[src/rtl/mix_pkg.sv]
// Shared types and constants for the MIX block-transfer controller.
// A MIX word is a sign bit (bit 30) above five 6-bit bytes.
package mix_pkg;

  localparam int WORD_W     = 31;
  localparam int ADDR_W     = 12;
  localparam int MEM_WORDS  = 4000;
  localparam int LEN_W      = 7;
  localparam int STARVE_LIM = 4;

  typedef logic [WORD_W-1:0] mixWord_t;
  typedef logic [ADDR_W-1:0] mixAddr_t;
  typedef logic [LEN_W-1:0]  mixLen_t;

  typedef enum logic [2:0] {
    IDLE,
    IN_WAIT,
    IN_WR,
    OUT_RD,
    OUT_LAT,
    OUT_SEND,
    FIN
  } dmaState_e;

  // One bit wider than an address so base+len near the top of memory cannot wrap.
  function automatic logic blockFits(mixAddr_t base, mixLen_t len);
    logic [ADDR_W:0] endAddr;
    endAddr = {1'b0, base} + {{(ADDR_W + 1 - LEN_W){1'b0}}, len};
    return endAddr <= (ADDR_W + 1)'(MEM_WORDS);
  endfunction

endpackage

[src/rtl/mix_io_dma_if.sv]
// Signal bundle between the block-transfer controller and its surroundings:
// core control, CPU memory requests, the BRAM port and the device streams.
interface mix_io_dma_if;
  import mix_pkg::*;

  logic     start;
  logic     dir;
  mixAddr_t base;
  mixLen_t  len;
  logic     busy;
  logic     done;
  logic     err;

  logic     cpu_req;
  logic     cpu_we;
  mixAddr_t cpu_addr;
  mixWord_t cpu_wdata;
  logic     cpu_gnt;

  mixAddr_t mem_addr;
  logic     mem_we;
  mixWord_t mem_wdata;
  mixWord_t mem_rdata;

  logic     din_valid;
  mixWord_t din_data;
  logic     din_ready;

  logic     dout_valid;
  mixWord_t dout_data;
  logic     dout_ready;

  modport master (
    input  start, dir, base, len,
    output busy, done, err,
    input  cpu_req, cpu_we, cpu_addr, cpu_wdata,
    output cpu_gnt,
    output mem_addr, mem_we, mem_wdata,
    input  mem_rdata,
    input  din_valid, din_data,
    output din_ready,
    output dout_valid, dout_data,
    input  dout_ready
  );

  modport slave (
    output start, dir, base, len,
    input  busy, done, err,
    output cpu_req, cpu_we, cpu_addr, cpu_wdata,
    input  cpu_gnt,
    input  mem_addr, mem_we, mem_wdata,
    output mem_rdata,
    output din_valid, din_data,
    input  din_ready,
    input  dout_valid, dout_data,
    output dout_ready
  );

endinterface

[src/rtl/mix_mem_arb.sv]
// Single memory port shared by the CPU and the transfer engine: the CPU wins
// by default, but the engine is forced a slot after STARVE_LIM denied cycles.
module mix_mem_arb
  import mix_pkg::*;
(
  input  logic     clk,
  input  logic     reset,
  input  logic     cpuReq,
  input  logic     cpuWe,
  input  mixAddr_t cpuAddr,
  input  mixWord_t cpuWdata,
  output logic     cpuGnt,
  input  logic     dmaNeed,
  input  logic     dmaWe,
  input  mixAddr_t dmaAddr,
  input  mixWord_t dmaWdata,
  output logic     dmaGnt,
  output mixAddr_t memAddr,
  output logic     memWe,
  output mixWord_t memWdata
);

  localparam int STARVE_W = $clog2(STARVE_LIM + 1);

  logic [STARVE_W-1:0] starveCnt;
  logic                forceDma;

  assign forceDma = dmaNeed && (starveCnt == STARVE_W'(STARVE_LIM));
  assign cpuGnt   = cpuReq && !forceDma;
  assign dmaGnt   = dmaNeed && !cpuGnt;

  // NOTE: state is updated with <= so every register samples pre-edge values;
  // blocking assignments here would make results depend on statement order.
  always_ff @(posedge clk) begin
    if (reset) begin
      starveCnt <= '0;
    end else if (dmaGnt) begin
      starveCnt <= '0;
    end else if (dmaNeed && !forceDma) begin
      starveCnt <= starveCnt + 1'b1;
    end
  end

  // NOTE: every output gets a default before the branches, so no path leaves
  // a signal unassigned and no latch is inferred.
  always_comb begin
    memAddr  = dmaAddr;
    memWdata = dmaWdata;
    memWe    = 1'b0;
    if (cpuGnt) begin
      memAddr  = cpuAddr;
      memWdata = cpuWdata;
      memWe    = cpuWe;
    end else if (dmaGnt) begin
      memWe = dmaWe;
    end
  end

endmodule

[src/rtl/mix_io_dma.sv]
// Block-transfer controller for MIX IN/OUT: moves len words between memory
// starting at base and the device stream, one word at a time.
module mix_io_dma
  import mix_pkg::*;
(
  input  logic         clk,
  input  logic         reset,
  mix_io_dma_if.master bus
);

  dmaState_e state;
  dmaState_e stateNext;
  mixAddr_t  baseR;
  mixLen_t   lenR;
  mixLen_t   idx;
  mixWord_t  hold;
  mixWord_t  doutData;
  logic      errR;
  logic      zeroDone;

  logic      dmaNeed;
  logic      dmaWe;
  logic      dmaGnt;
  mixAddr_t  dmaAddr;
  logic      idxLast;
  logic      startOk;

  assign dmaNeed = (state == IN_WR) || (state == OUT_RD);
  assign dmaWe   = (state == IN_WR);
  assign dmaAddr = baseR + ADDR_W'(idx);
  assign idxLast = (idx + 1'b1) == lenR;
  assign startOk = bus.start && blockFits(bus.base, bus.len) && (bus.len != '0);

  mix_mem_arb uArb (
    .clk      (clk),
    .reset    (reset),
    .cpuReq   (bus.cpu_req),
    .cpuWe    (bus.cpu_we),
    .cpuAddr  (bus.cpu_addr),
    .cpuWdata (bus.cpu_wdata),
    .cpuGnt   (bus.cpu_gnt),
    .dmaNeed  (dmaNeed),
    .dmaWe    (dmaWe),
    .dmaAddr  (dmaAddr),
    .dmaWdata (hold),
    .dmaGnt   (dmaGnt),
    .memAddr  (bus.mem_addr),
    .memWe    (bus.mem_we),
    .memWdata (bus.mem_wdata)
  );

  always_comb begin
    stateNext = state;
    unique case (state)
      IDLE:     if (startOk) stateNext = bus.dir ? OUT_RD : IN_WAIT;
      IN_WAIT:  if (bus.din_valid) stateNext = IN_WR;
      IN_WR:    if (dmaGnt) stateNext = idxLast ? FIN : IN_WAIT;
      OUT_RD:   if (dmaGnt) stateNext = OUT_LAT;
      OUT_LAT:  stateNext = OUT_SEND;
      OUT_SEND: if (bus.dout_ready) stateNext = idxLast ? FIN : OUT_RD;
      FIN:      stateNext = IDLE;
      default:  stateNext = IDLE;
    endcase
  end

  always_ff @(posedge clk) begin
    if (reset) begin
      state    <= IDLE;
      baseR    <= '0;
      lenR     <= '0;
      idx      <= '0;
      doutData <= '0;
      errR     <= 1'b0;
      zeroDone <= 1'b0;
    end else begin
      state    <= stateNext;
      errR     <= 1'b0;
      zeroDone <= 1'b0;
      // A rejected or empty request still latches its arguments but never leaves IDLE.
      if (state == IDLE && bus.start) begin
        baseR    <= bus.base;
        lenR     <= bus.len;
        idx      <= '0;
        errR     <= !blockFits(bus.base, bus.len);
        zeroDone <= blockFits(bus.base, bus.len) && (bus.len == '0);
      end
      if ((state == IN_WR && dmaGnt) || (state == OUT_SEND && bus.dout_ready)) begin
        idx <= idx + 1'b1;
      end
      if (state == OUT_LAT) begin
        doutData <= bus.mem_rdata;
      end
    end
  end

  // NOTE: the holding register is pure datapath, only read after a handshake
  // has loaded it, so it is deliberately left out of reset.
  always_ff @(posedge clk) begin
    if (state == IN_WAIT && bus.din_valid) begin
      hold <= bus.din_data;
    end
  end

  assign bus.busy       = (state != IDLE);
  assign bus.done       = (state == FIN) || zeroDone;
  assign bus.err        = errR;
  assign bus.din_ready  = (state == IN_WAIT);
  assign bus.dout_valid = (state == OUT_SEND);
  assign bus.dout_data  = doutData;

endmodule

[src/flat_wrapper.sv]
// flat-port wrapper written by rule: the top's interface ports become plain ports
module mix_io_dma_flat import mix_pkg::*;
  (clk, reset, bus_start, bus_dir, bus_base, bus_len, bus_busy, bus_done, bus_err, bus_cpu_req, bus_cpu_we, bus_cpu_addr, bus_cpu_wdata, bus_cpu_gnt, bus_mem_addr, bus_mem_we, bus_mem_wdata, bus_mem_rdata, bus_din_valid, bus_din_data, bus_din_ready, bus_dout_valid, bus_dout_data, bus_dout_ready);
  mix_io_dma_if bus_i ();
  input  logic clk;
  input  logic reset;
  input wire logic [$bits(bus_i.start)-1:0] bus_start;
  input wire logic [$bits(bus_i.dir)-1:0] bus_dir;
  input wire logic [$bits(bus_i.base)-1:0] bus_base;
  input wire logic [$bits(bus_i.len)-1:0] bus_len;
  output wire logic [$bits(bus_i.busy)-1:0] bus_busy;
  output wire logic [$bits(bus_i.done)-1:0] bus_done;
  output wire logic [$bits(bus_i.err)-1:0] bus_err;
  input wire logic [$bits(bus_i.cpu_req)-1:0] bus_cpu_req;
  input wire logic [$bits(bus_i.cpu_we)-1:0] bus_cpu_we;
  input wire logic [$bits(bus_i.cpu_addr)-1:0] bus_cpu_addr;
  input wire logic [$bits(bus_i.cpu_wdata)-1:0] bus_cpu_wdata;
  output wire logic [$bits(bus_i.cpu_gnt)-1:0] bus_cpu_gnt;
  output wire logic [$bits(bus_i.mem_addr)-1:0] bus_mem_addr;
  output wire logic [$bits(bus_i.mem_we)-1:0] bus_mem_we;
  output wire logic [$bits(bus_i.mem_wdata)-1:0] bus_mem_wdata;
  input wire logic [$bits(bus_i.mem_rdata)-1:0] bus_mem_rdata;
  input wire logic [$bits(bus_i.din_valid)-1:0] bus_din_valid;
  input wire logic [$bits(bus_i.din_data)-1:0] bus_din_data;
  output wire logic [$bits(bus_i.din_ready)-1:0] bus_din_ready;
  output wire logic [$bits(bus_i.dout_valid)-1:0] bus_dout_valid;
  output wire logic [$bits(bus_i.dout_data)-1:0] bus_dout_data;
  input wire logic [$bits(bus_i.dout_ready)-1:0] bus_dout_ready;
  assign bus_i.start = bus_start;
  assign bus_i.dir = bus_dir;
  assign bus_i.base = bus_base;
  assign bus_i.len = bus_len;
  assign bus_busy = bus_i.busy;
  assign bus_done = bus_i.done;
  assign bus_err = bus_i.err;
  assign bus_i.cpu_req = bus_cpu_req;
  assign bus_i.cpu_we = bus_cpu_we;
  assign bus_i.cpu_addr = bus_cpu_addr;
  assign bus_i.cpu_wdata = bus_cpu_wdata;
  assign bus_cpu_gnt = bus_i.cpu_gnt;
  assign bus_mem_addr = bus_i.mem_addr;
  assign bus_mem_we = bus_i.mem_we;
  assign bus_mem_wdata = bus_i.mem_wdata;
  assign bus_i.mem_rdata = bus_mem_rdata;
  assign bus_i.din_valid = bus_din_valid;
  assign bus_i.din_data = bus_din_data;
  assign bus_din_ready = bus_i.din_ready;
  assign bus_dout_valid = bus_i.dout_valid;
  assign bus_dout_data = bus_i.dout_data;
  assign bus_i.dout_ready = bus_dout_ready;
  mix_io_dma u_core (.clk(clk), .reset(reset), .bus(bus_i));
endmodule
[config.mk]
export PLATFORM = sky130hd
export DESIGN_NAME = mix_io_dma_flat
export DESIGN_NICKNAME = d
export VERILOG_FILES = /design/src/rtl/mix_pkg.sv /design/src/rtl/mix_io_dma_if.sv /design/src/rtl/mix_mem_arb.sv /design/src/rtl/mix_io_dma.sv /design/src/flat_wrapper.sv
export SDC_FILE = /design/constraint.sdc
export NUM_CORES = 1
export LEC_CHECK = 0
export CAP_MARGIN = 0
export CORE_ASPECT_RATIO = 0.6
export CORE_MARGIN = 4
export CORE_UTILIZATION = 43
export DETAILED_ROUTE_END_ITERATION = 8
export MAX_ROUTING_LAYER = met4
export PLACE_DENSITY = 0.84
export SYNTH_ARGS = -nofsm -noshare
export SYNTH_HDL_FRONTEND = slang
export SYNTH_SLANG_ARGS = --single-unit
[constraint.sdc]
create_clock -name clk -period 4.24 [get_ports clk]
set_clock_uncertainty 0.15 [all_clocks]
set_input_delay 1.06 -clock clk [delete_from_list [all_inputs] [get_ports clk]]
set_output_delay 1.06 -clock clk [all_outputs]
set_load 0.02 [all_outputs]
==> results.md, run 1 <==
* Status: complete, no violations
* Post-Route WL at 16200 um
* Sum Neg Setup Slack at 0 ns
* DP Wirelength at 12600 um
* DRC Markers at 0
* Fin. Hold Viols at 0
* Netlist cell types at 55
* Avg WL per Cell at 16.9 um
* Post-CTS Setup Bufs at 0
* Number of global-route vias before repair at 4909
* Synth warn at 0
* Core Region at 10800 um2
* Post-synthesis sequential area ratio at 0.454
* Post-synthesis register bit count at 96
* Starting density of the core at 0.453
* Sink Count at 96
* Post-Syn Area at 4910 um2
* Worst hold path class: flip-flop to flip-flop
* Cells on Worst Hold Path at 2
* Tmin final at 4.13 ns
* Clock Tree Root: clkbuf_16
* Share of cells above drive strength 1 at 0.0499
* Reg-to-Reg End: u_core.state[1]
* Main flop type after synthesis: dfxtp_1
* Die X at 146 um
* Most common cell after layout, fill and taps aside: nand2_1
* Final setup fails at 0
* Commonest cells after routing, fill and taps aside: nand2_1 (212), clkdlybuf4s50_1 (205), a21oi_1 (75), dfxtp_1 (64), edfxtp_1 (31)
* Post-layout instance area at 7480 um2
* Top Ports at 213
* DR iter-0 viols at 293
* TritonCTS buffer count at 9
* Longest Clk Path Bufs at 2
* R2r worst-path depth at 9
* H-Tree Depth at 3
* Actual slew at the worst max-slew pin at 1.18 ns
* Drt first pass iters at 5
* Synth Net Count at 764
* Port Buffers at 212
* Slew Limit Headroom at 0.210
* Worst-path clk slew at 0.07 ns
* Register area at 2230 um2
* Slowest CP cell: fa_1
* Post-layout nets at 967
* Share of the synthesized area in the top cell type at 0.265
* Slowest Stage Delay on Critical Path at 0.40 ns
* Fill cells at 828
* Post-Syn Instances at 613
* Leakage at 0.00287 uW
* Slew Viols, Final at 0
* Hold EP: u_core.bus.dout_data[27]
* Crit path DAT at 2.92 ns
* Multi-input logic area at 2530 um2
* Worst R2R Setup Slack at 1.29 ns
* Vias per Instance at 5.31
* Post-synth EDFFs at 31
* Most frequent CP cell: o21ai_0
* Worst skew pair latency at 0.34 ns
* Critical setup path kind: flip-flop to primary output
* Largest net degree at the start of global routing at 43
* CP required at 3.03 ns
* Final GP Congestion at 0.905
* Cells along the critical path: ha_1 -> inv_1 -> fa_1 -> nor2b_1 -> o21ai_0 -> a21oi_1 -> o21ai_0 -> a211oi_2 -> xnor2_1 -> o21ai_0 -> dlygate4sd2_1
* Final Total Pwr at 2890 uW
* # diodes at 0
* Area Overhead vs Synth at 52.3%
* Final ANT Viol Nets at 0
* Fraction of registers with async set/reset at 0
* Antenna violations before repair at 0
* RSZ-0062 raised after global routing: no
* Period utilization at 0.973
* Global route overflow at 0
* Critical Path Fanout Max at 3
* Die area at 13300 um2
* Fmax at 0.242 GHz
* Aggregate global-route resource usage at 0.244
* Max-Cap Viols at 0
* Dominant cells by area after synthesis: dfxtp_1 (26%), edfxtp_1 (19%), nand2_1 (16%)
* CTS tree: built
* Crit. End Element: primary output
* First-pass GRT wire length at 25600 um
* VDD IR-drop max at 0.228 mV
* Die Y-Extent at 90.8 um
* FP Rows at 29
* FF-to-FF Start: u_core.idx[0]
* PwrDens at 386 nW/um2
* Via count at 5101
* Placed cell areas at 7190 um2
* CP Launch Type: flip-flop
* Synthesized area per cell at 8.02 um2
* Hold wc startpoint: u_core.bus.dout_data[27]
* Area leader, netlist: dfxtp_1
worst max-delay path, delay by kind of cell (launching register included):
kind / cells / cell delay (ns)
AO/OA/AOI/OAI: 5 / 1.02
adder cells (fa/ha/maj): 2 / 0.58
buffers and inverters: 2 / 0.40
flip-flops: 1 / 0.36
AND/OR/NAND/NOR: 1 / 0.13
XOR/XNOR: 1 / 0.11
flip-flops by register name (all words and copies together), names as in the netlist:
| name | count |
|---|---|
| u_core.baseR | 12 |
| u_core.bus.dout_data | 31 |
| u_core.bus.err | 1 |
| u_core.hold | 31 |
| u_core.idx | 7 |
| u_core.lenR | 7 |
| u_core.state | 3 |
| u_core.uArb.starveCnt | 3 |
| u_core.zeroDone | 1 |
synth_stat cells (all sizes together) (3+ instances only):
library cell,instances
and3,6
nor3,8
a22oi,4
nor2,31
dfxtp,65
nor3b,5
clkbuf,26
nand2,212
xor2,8
o21ai,22
nand3,7
nor2b,3
o21a,3
a21o,4
and2,4
inv,14
nand4,4
buf,5
nand2b,6
edfxtp,31
a211oi,9
a21oi,75
ha,17
xnor2,11
final cells by class:
| class | count | share of cell area |
|---|---|---|
| Multi-Input combinational cell | 472 | 0.338 |
| Sequential cell | 96 | 0.299 |
| Timing Repair Buffer | 223 | 0.294 |
| Clock buffer | 11 | 0.0353 |
| Tap cell | 139 | 0.0232 |
| Inverter | 14 | 0.00702 |
| Clock inverter | 5 | 0.00385 |
stage by stage:
step	cells	setup slack, ns	utilization	hold WS (ns)
detailed placement	944	0.104	0.663	0.296
global route	960	0.00329	0.690	0.326
global placement	944	0.156	0.663	0.291
CTS	960	0.0965	0.689	0.312
floorplan	613	0.704	-	0.290
finish	960	0.113	0.690	0.308
logic make-up (layout without fill, tap and decap cells):
family,Yosys count,after routing,share of synthesized area
compound gates,136,136,0.162
fa+ha+maj,19,19,0.0514
simple gates,297,297,0.257
mux,1,1,0.00229
xor+xnor,19,19,0.0377
buf+inv,45,253,0.0351
flops,96,96,0.454
timing repair:
| item | CTS | global route |
|---|---|---|
| endpoints found under the setup margin | 6 | 2 |
| gates resized for setup | 6 | 5 |
| hold buffers | 0 | 0 |
power breakdown:
part	switching (uW)	internal, uW	leakage [uW]
clock	341	447	0.000152
combinational	527	430	0.00191
sequential	79.3	1070	0.000811
worst max path at each step:
stage	slack, ns	from	depth (start not counted)	to
final	0.11	u_core.baseR[0]	11	bus_mem_addr[8]
after global routing	0.003	u_core.idx[0]	11	bus_mem_addr[8]
after CTS	0.1	u_core.idx[1]	10	bus_mem_addr[8]
after detailed placement	0.10	bus_len[0]	12	u_core.state[0]
after global placement	0.16	bus_cpu_req	6	bus_mem_addr[11]
after floorplan	0.70	u_core.idx[0]	10	bus_mem_addr[10]
layer usage:
| metal | wire [um] | track usage |
|---|---|---|
| met1 | 6920 | 0.302 |
| met2 | 7420 | 0.387 |
| met3 | 1510 | 0.0832 |
| met4 | 349 | 0.0642 |
| met5 | 0 | - |
No activity file was read; power rests on OpenSTA's default activity.
==> run 2, diff against run 1 <==
--- a/config.mk
+++ b/config.mk
@@ -7,11 +7,10 @@
 export LEC_CHECK = 0
 export CAP_MARGIN = 0
 export CORE_ASPECT_RATIO = 0.6
-export CORE_MARGIN = 4
-export CORE_UTILIZATION = 43
+export CORE_UTILIZATION = 23
 export DETAILED_ROUTE_END_ITERATION = 8
 export MAX_ROUTING_LAYER = met4
-export PLACE_DENSITY = 0.84
+export PLACE_DENSITY = 0.52
 export SYNTH_ARGS = -nofsm -noshare
 export SYNTH_HDL_FRONTEND = slang
 export SYNTH_SLANG_ARGS = --single-unit
==> run 2 against run 1 <==
  * Combinational power is 2% higher
  * Worst hold slack lost 0.0043 ns
  * Non-clock buffer count grew 8
  * Sequential share of layout area shrank 0.93 points
  * Count of clock-buffer cells in the layout grew 1
  * Cell area grew 3.1%
  * Total power decreased by 0.13%
  * Largest cell class unchanged
  * Highest routed layer unchanged
==> results.md, run 2 (same netlist as run 1, synthesis figures left out) <==
* Number of global-route vias before repair at 4667
* FP Rows at 40
* Critical Path Fanout Max at 24
* Post-layout nets at 975
* Crit. End Element: primary output
* Area Overhead vs Synth at 57.0%
* Worst-path clk slew at 0.06 ns
* Worst skew pair latency at 0.34 ns
* TritonCTS buffer count at 9
* # diodes at 0
* Die X at 191 um
* Final GP Congestion at 0.828
* Avg WL per Cell at 14.8 um
* CP Launch Type: input pin
* DRC Markers at 0
* Final Total Pwr at 2890 uW
* Worst R2R Setup Slack at 1.31 ns
* Core Region at 20500 um2
* Sink Count at 96
* Largest net degree at the start of global routing at 57
* Actual slew at the worst max-slew pin at 1.10 ns
* H-Tree Depth at 3
* Core Util, Final at 0.377
* Slew Limit Headroom at 0.265
* CP required at 3.03 ns
* Fin. Hold Viols at 0
* Clock Tree Root: clkbuf_16
* CTS tree: built
* Vias per Instance at 4.41
* Crit path DAT at 2.90 ns
* Aggregate global-route resource usage at 0.154
* Global route overflow at 0
* Commonest cells after routing, fill and taps aside: nand2_1 (212), clkdlybuf4s50_1 (205), a21oi_1 (75), dfxtp_1 (65), edfxtp_1 (31)
* DR iter-0 viols at 299
* Antenna violations before repair at 0
* Max-Cap Viols at 0
* Critical setup path kind: input pin to primary output
* Status: complete, no violations
* Via count at 4865
* Post-CTS Setup Bufs at 0
* Die area at 22000 um2
* Hold_buf cts at 0
* Most common cell after layout, fill and taps aside: nand2_1
* Period utilization at 0.969
* Slew Viols, Final at 0
* Die Y-Extent at 115 um
* Fin worst setup slack at 0.133 ns
* PwrDens at 374 nW/um2
* Final ANT Viol Nets at 0
* Post-Route WL at 16300 um
* Top Ports at 213
* RSZ-0062 raised after global routing: no
* Pre-CTS setup slack at -0.0127 ns
* DP Wirelength at 12600 um
* Worst hold margin at 0.304 ns
* Leakage at 0.00292 uW
* Fmax at 0.244 GHz
* Starting density of the core at 0.240
* Drt first pass iters at 4
* Port Buffers at 212
* VDD IR-drop max at 0.181 mV
* Share of cells above drive strength 1 at 0.0567
* Final setup fails at 0
* Longest Clk Path Bufs at 2
* Tmin final at 4.11 ns
* Worst hold path class: flip-flop to flip-flop
* First-pass GRT wire length at 25300 um
-- run 2: layer usage --
metal	track usage	part of all wire
met5	-	0
met4	0.0267	0.0084
met3	0.0470	0.083
met2	0.219	0.41
met1	0.213	0.49
-- run 2: final timing paths --
kind                           start                      end  cells after the start
min reg2reg  u_core.bus.dout_data[5]  u_core.bus.dout_data[5]                      2
max reg2reg            u_core.idx[0]          u_core.state[1]                      9
max                      bus_cpu_req        bus_mem_wdata[29]                      7
min          u_core.bus.dout_data[5]  u_core.bus.dout_data[5]                      2
-- run 2: worst max-delay path, cell delays in order --
cell             delay, ns
clkdlybuf4s50_1       0.46
o21ai_4               0.11
buf_4                 0.24
buf_12                0.18
nand2_1               0.11
nand2_1               0.11
clkdlybuf4s50_1       0.61
-- run 2: through the flow --
stage / TNS, ns / cell area (um2) / std cells
final: 0 / 7720 / 1102
after global routing: 0 / 7720 / 1102
after CTS: 0 / 7710 / 1102
after detailed placement: -0.0127 / 7430 / 1086
after global placement: 0 / 7430 / 1086
after floorplan: 0 / 4910 / 613
-- run 2: power by group --
| group | total (uW) | switching, uW | internal (uW) |
|---|---|---|---|
| sequential | 1150 | 79.5 | 1070 |
| combinational | 973 | 535 | 438 |
| clock | 768 | 339 | 429 |
| total | 2890 | 953 | 1930 |
-- run 2: final cells by class --
cell class / instances / area [um2]
fillers: 2147 / 12800
multi-input cells: 472 / 2530
repair buffers: 231 / 2280
flip-flops and latches: 96 / 2230
well taps: 273 / 342
clock buffers: 12 / 258
inverters: 14 / 55.1
clock inverters: 4 / 18.8
-- run 2: timing repair --
item                       CTS  global route
gates resized for setup      8             7
setup endpoints to repair    7             3
pin swaps                    0             0
==> run 3, diff against run 2 <==
--- a/config.mk
+++ b/config.mk
@@ -8,6 +8,7 @@
 export CAP_MARGIN = 0
 export CORE_ASPECT_RATIO = 0.6
 export CORE_UTILIZATION = 23
+export CTS_CLUSTER_SIZE = 20
 export DETAILED_ROUTE_END_ITERATION = 8
 export MAX_ROUTING_LAYER = met4
 export PLACE_DENSITY = 0.52
==> results of run 3 <==
Final layout, timing and power as in run 2 (identical DEF).
